File: src/rtl/ureg_pkg.sv
// ureg_pkg: mode/state encodings and per-mode data-cycle count for the universal shift register sequencer.
package ureg_pkg;
    typedef enum logic [1:0] {PIPO = 2'd0, SIPO = 2'd1, SISO = 2'd2, PISO = 2'd3} ureg_mode_e;
    typedef enum logic [1:0] {IDLE = 2'd0, RUN = 2'd1, RESP = 2'd2} state_e;

    function automatic int unsigned n_cycles(input ureg_mode_e m, input int unsigned dw);
        return (m == PIPO) ? 1 : dw;
    endfunction
endpackage

File: src/rtl/ureg_capture.sv
// ureg_capture: result register with parallel load and LSB-side serial shift-in.
module ureg_capture #(
    parameter int DW = 4
) (
    input  logic          clk,
    input  logic          rst,
    input  logic          load_i,
    input  logic          shift_i,
    input  logic [DW-1:0] par_i,
    input  logic          ser_i,
    output logic [DW-1:0] q_o
);
    logic [DW-1:0] q_q;

    always_ff @(posedge clk or negedge rst)
        if (!rst)
            q_q <= '0;
        else if (load_i)
            q_q <= par_i;
        else if (shift_i)
            q_q <= {q_q[DW-2:0], ser_i};

    assign q_o = q_q;
endmodule

File: src/rtl/ureg_sequencer.sv
// ureg_sequencer: runs one command through the universal shift register and returns its output word.
module ureg_sequencer
    import ureg_pkg::*;
#(
    parameter int DW      = 4,
    parameter int REG_LAT = 2
) (
    input  logic          clk,
    input  logic          rst,
    input  logic          abort,
    input  logic          cmd_valid,
    output logic          cmd_ready,
    input  logic [1:0]    cmd_mode,
    input  logic          cmd_dir,
    input  logic [DW-1:0] cmd_data,
    output logic          reg_enb,
    output logic          reg_l_s,
    output logic [1:0]    reg_selector,
    output logic          reg_left_right,
    output logic [DW-1:0] reg_inp,
    input  logic [DW-1:0] reg_out,
    output logic          rsp_valid,
    input  logic          rsp_ready,
    output logic [DW-1:0] rsp_data,
    output logic          busy
);
    localparam int CW = $clog2(DW + REG_LAT + 1);
    localparam int IW = $clog2(DW);

    state_e        state_q, state_d;
    logic [CW-1:0] k_q, k_d, last_k;
    ureg_mode_e    mode_q;
    logic          dir_q;
    logic [DW-1:0] data_q;
    logic [IW-1:0] k_lo, idx;
    logic          run, last, par_mode, ser_bit;

    assign run      = state_q == RUN;
    assign last_k   = CW'(n_cycles(mode_q, DW) + REG_LAT - 1);
    assign last     = k_q == last_k;
    assign par_mode = mode_q == PIPO || mode_q == PISO;

    always_comb begin
        state_d = state_q;
        case (state_q)
            IDLE:    state_d = cmd_valid ? RUN : IDLE;
            RUN:     state_d = abort ? IDLE : last ? RESP : RUN;
            RESP:    state_d = rsp_ready ? IDLE : RESP;
            default: state_d = IDLE;
        endcase
    end

    assign k_d = (run && !last && !abort) ? k_q + 1'b1 : '0;

    always_ff @(posedge clk or negedge rst)
        if (!rst) begin
            state_q <= IDLE;
            k_q     <= '0;
            mode_q  <= PIPO;
            dir_q   <= 1'b0;
            data_q  <= '0;
        end else begin
            state_q <= state_d;
            k_q     <= k_d;
            if (cmd_valid && cmd_ready) begin
                mode_q <= ureg_mode_e'(cmd_mode);
                dir_q  <= cmd_dir;
                data_q <= cmd_data;
            end
        end

    // serial source walks MSB-first for dir=0, LSB-first for dir=1
    assign k_lo    = k_q[IW-1:0];
    assign idx     = dir_q ? k_lo : IW'(DW - 1) - k_lo;
    assign ser_bit = (k_q < CW'(DW)) && data_q[idx];

    assign cmd_ready      = state_q == IDLE;
    assign busy           = !cmd_ready;
    assign rsp_valid      = state_q == RESP;
    assign reg_enb        = run && !last;
    assign reg_l_s        = run && mode_q == PISO && k_q == '0;
    assign reg_selector   = run ? 2'(mode_q) : 2'b00;
    assign reg_left_right = run && dir_q;
    assign reg_inp        = !run ? '0 : par_mode ? data_q : {ser_bit, {(DW-1){1'b0}}};

    ureg_capture #(.DW(DW)) u_cap (
        .clk    (clk),
        .rst    (rst),
        .load_i (run && last && (mode_q == PIPO || mode_q == SIPO)),
        .shift_i(run && (mode_q == SISO || mode_q == PISO) &&
                 k_q >= CW'(REG_LAT) && k_q < CW'(REG_LAT + DW)),
        .par_i  (reg_out),
        .ser_i  (reg_out[DW-1]),
        .q_o    (rsp_data)
    );
endmodule

File: config.mk
export PLATFORM = sky130hd
export DESIGN_NAME = ureg_sequencer
export DESIGN_NICKNAME = d
export VERILOG_FILES = /design/src/rtl/ureg_pkg.sv /design/src/rtl/ureg_capture.sv /design/src/rtl/ureg_sequencer.sv
export SDC_FILE = /design/constraint.sdc
export NUM_CORES = 1
export LEC_CHECK = 0
export ABC_AREA = 1
export CAP_MARGIN = 20
export CELL_PAD_IN_SITES_DETAIL_PLACEMENT = 1
export CELL_PAD_IN_SITES_GLOBAL_PLACEMENT = 1
export CORE_UTILIZATION = 32
export CTS_CLUSTER_DIAMETER = 40
export DETAILED_ROUTE_END_ITERATION = 6
export HOLD_SLACK_MARGIN = 0.02
export PLACE_DENSITY = 0.86
export SETUP_SLACK_MARGIN = 0.15
export SYNTH_ARGS = -nofsm -noshare
export SYNTH_HDL_FRONTEND = slang
export SYNTH_HIERARCHICAL = 1
export SYNTH_SLANG_ARGS = --single-unit
File: constraint.sdc
create_clock -name clk -period 1.7 [get_ports clk]
set_clock_uncertainty 0.05 [all_clocks]
set_input_delay 0.34 -clock clk [delete_from_list [all_inputs] [get_ports clk]]
set_output_delay 0.34 -clock clk [all_outputs]
set_load 0.1 [all_outputs]
==> results.py <==
metrics = {
    "place": {
        "portBuffers": 31,
        "hpwl_mm": 2.31,
        "pre_cts_ws_ps": -61.8,
        "dp.cells": 182,
        "place.gp.congestion": 0.821,
    },
    "yosys": {
        "synth_common_cells": "22 x nand2_1, 19 x nand3_1, 18 x nor2_1",
        "synth.yosys.seq_area_share": 0.428,
        "synth_async_sr_flop_share": 1.00,
        "ys.flop_type": "dfrtp_1",
        "yosysMostFrequentCell": "nand2_1",
        "synth-edff-count": 0,
        "yosysWarnings": 6,
        "synthesis.area_um2": 935,
        "syn_area_per_cell_um2": 8.20,
        "ys_top_cells_by_area": "dfrtp_1 43%, nand3_1 10%, nand2_1 8.8%, ha_1 8.0%, nor2_1 7.2%",
        "synth.largest_area_cell": "dfrtp_1",
        "ys_types": 17,
        "ys_ff_latch": 16,
        "syn_nets": 136,
        "synth_top_area_share": 0.428,
        "syn_inst": 114,
    },
    "global_routing": {
        "grt_use_total": 0.262,
        "grt_pass1_wl_mm": 6.12,
        "grt_overflow": 0,
        "first_global_vias": 1210,
        "antenna_found_initial": 0,
        "grt_max_degree": 17,
    },
    "worst_setup_path": {
        "cp.required_ps": 1310,
        "worstPathArrival_ps": 1650,
        "crit_chain": "buf_4 > nand2_1 > nand3_1 > nand3_2 > nand3_2 > nand2_4 > buf_12",
        "cp-end-kind": "output pin",
        "cp-start-kind": "flop",
        "cpMostUsedCell": "nand3_2",
        "worstSetupPathType": "flop to output pin",
        "slowest_delay_ps": 420,
        "cpMaxStageDelayCell": "dfrtp_1",
        "cp_max_fo": 4,
    },
    "timing": {
        "tightest_slew_ps": 339,
        "hold_viol": 0,
        "relSlewSlack": 0.772,
        "slew_violations": 0,
        "max_clock_freq_ghz": 0.489,
        "worst_slack_ps": -344,
        "setup_viol": 15,
        "fin_crit_sh": 1.20,
        "rsz0062_at_grt": "true",
        "fin_crit_ps": 2040,
    },
    "floorplan": {
        "initial_utilization": 0.339,
        "dieArea_um2": 3140,
        "die_x_um": 56.0,
        "coreArea_um2": 2760,
        "placementRows": 19,
        "pin_count": 32,
        "die_height_um": 56.0,
    },
    "layout": {
        "fillCellCount": 257,
        "drive_gt1_frac": 0.604,
        "insertedDiodeCount": 0,
        "design.final.nets": 205,
        "instances_no_fill": 213,
        "multiInputGateArea_um2": 744,
        "register_area_um2": 404,
        "syn_to_final_growth_pct": 120,
    },
    "drt": {
        "drtAntennaViolNets": 0,
        "num_vias": 1127,
        "wl_mm": 4.97,
        "firstDrtPassIters": 4,
        "avgViaCountPerCell": 5.29,
        "drt_iter0_markers": 27,
        "avgRoutedWirePerCell_um": 23.4,
        "drcViolationCount": 0,
    },
    "pwr": {
        "power_density_nw_per_um2": 1450,
        "p_sw_mw": 1.58,
        "irDropWorstVdd_uv": 1400,
        "internal-power_mw": 1.41,
        "comb_power_share": 0.702,
        "switching_share": 0.529,
        "sequentialPowerShare": 0.204,
        "power.leakage_nw": 0.932,
        "clockPowerShare": 0.094,
    },
    "clock_network": {
        "cts.reportedPaths.clkPinSlew_ps": 120,
        "ctsHoldBuffers": 0,
        "clock_sinks": 16,
        "cts_buffers": 3,
        "cts_tree": "done",
        "htree_levels": 1,
        "cts_buffer_depth": 2,
        "clockRootBuffer": "clkbuf_4",
        "worstSkewPairLatency_ps": 320,
    },
    "status": {
        "violations": "setup timing",
        "outcome": "complete, but fails checks",
    },
    "flow_run": {
        "drv_cap": 0,
    },
    "hold_path": {
        "min_path_type": "input pin to async pin",
    },
}
-- stage by stage --
step / total power [mW] / instance area [um2] / TNS [ps] / hold WS, ps / util
3_3_place_gp: 2.22 / 1560 / 0 / 450 / 0.565
3_5_place_dp: 2.27 / 1560 / -61.8 / 476 / 0.565
5_1_grt: 3.07 / 2060 / -3380 / 296 / 0.747
2_1_floorplan: 1.62 / 1010 / -3130 / -5.59 / -
4_1_cts: 2.73 / 1840 / -928 / 309 / 0.669
6_report: 2.99 / 2060 / -2730 / 288 / 0.747
-- layout make-up --
class,count,area share
clock buffers,4,0.0176
inverters,15,0.0298
multi-input cells,82,0.361
flip-flops and latches,16,0.196
well taps,31,0.0188
repair buffers,65,0.376
-- power by group through the flow --
stage | combinational [mW] | sequential, mW | clock (mW)
4_1_cts | 1.87 | 0.592 | 0.265
3_3_place_gp | 1.64 | 0.583 | 0
3_5_place_dp | 1.68 | 0.589 | 0
2_1_floorplan | 0.741 | 0.874 | 0
6_report | 2.10 | 0.612 | 0.280
5_1_grt | 2.15 | 0.619 | 0.299
-- routing by layer --
| metal | vias up | track usage | part of all wire |
|---|---|---|---|
| li1 | 500 | - | - |
| met5 | - | 0 | 0 |
| met3 | 19 | 0.0558 | 0.045 |
| met1 | 555 | 0.282 | 0.38 |
| met2 | 53 | 0.491 | 0.54 |
| met4 | 0 | 0.105 | 0.036 |
-- state kept, by name, indices dropped and copies added (netlist names) --
| name | flops |
|---|---|
| dir_q | 1 |
| data_q | 4 |
| k_q | 3 |
| u_cap/q_o | 4 |
| state_q | 2 |
| mode_q | 2 |
-- repair_timing --
action                                  4_1_cts  5_1_grt
pin swaps                                    15       13
endpoints found under the setup margin       14       23
resized for setup                            43       27
setup buffers                                14       13
-- critical path, delay by kind of cell, from the launching register on --
family | cells | cell delay [ps]
AND/OR/NAND/NOR | 5 | 580
flip-flops | 1 | 420
buffers and inverters | 2 | 330
-- layout by cell type (no fill, tap or decap), drive strengths merged --
cell / n
a21oi: 3
buf: 50
clkbuf: 4
clkdlybuf4s50: 15
dfrtp: 16
ha: 6
inv: 15
mux2: 4
nand2: 24
nand3: 19
nor2: 20
nor3: 1
o211a: 1
o221ai: 1
xnor2: 2
xor2: 1
-- path summary, 6_finish.rpt --
check | startpoint | end | slack [ps] | cells past startpoint
max | dir_q$_DFFE_PN0N_ | reg_inp[3] | -340 | 7
min reg2reg | data_q[1]$_DFFE_PN0N_ | data_q[1]$_DFFE_PN0N_ | 530 | 1
max reg2reg | mode_q[1]$_DFFE_PN0N_ | u_cap/q_o[3]$_DFFE_PN0P_ | -150 | 10
min | rst | data_q[0]$_DFFE_PN0N_ | 290 | 2
max in group asynchronous | rst | k_q[2]$_DFF_PN0_ | 1090 | 2
min in group clk | data_q[1]$_DFFE_PN0N_ | data_q[1]$_DFFE_PN0N_ | 530 | 1
-- kinds of logic after synthesis --
logic type	Yosys count	share of synthesized area
AND/OR/NAND/NOR	64	0.294
buffers and inverters	16	0.0723
flip-flops	16	0.428
adder cells (fa/ha/maj)	6	0.0803
AO/OA/AOI/OAI	5	0.0361
multiplexers	4	0.0602
XOR/XNOR	3	0.0281
Power figures use the tool's default switching activity.
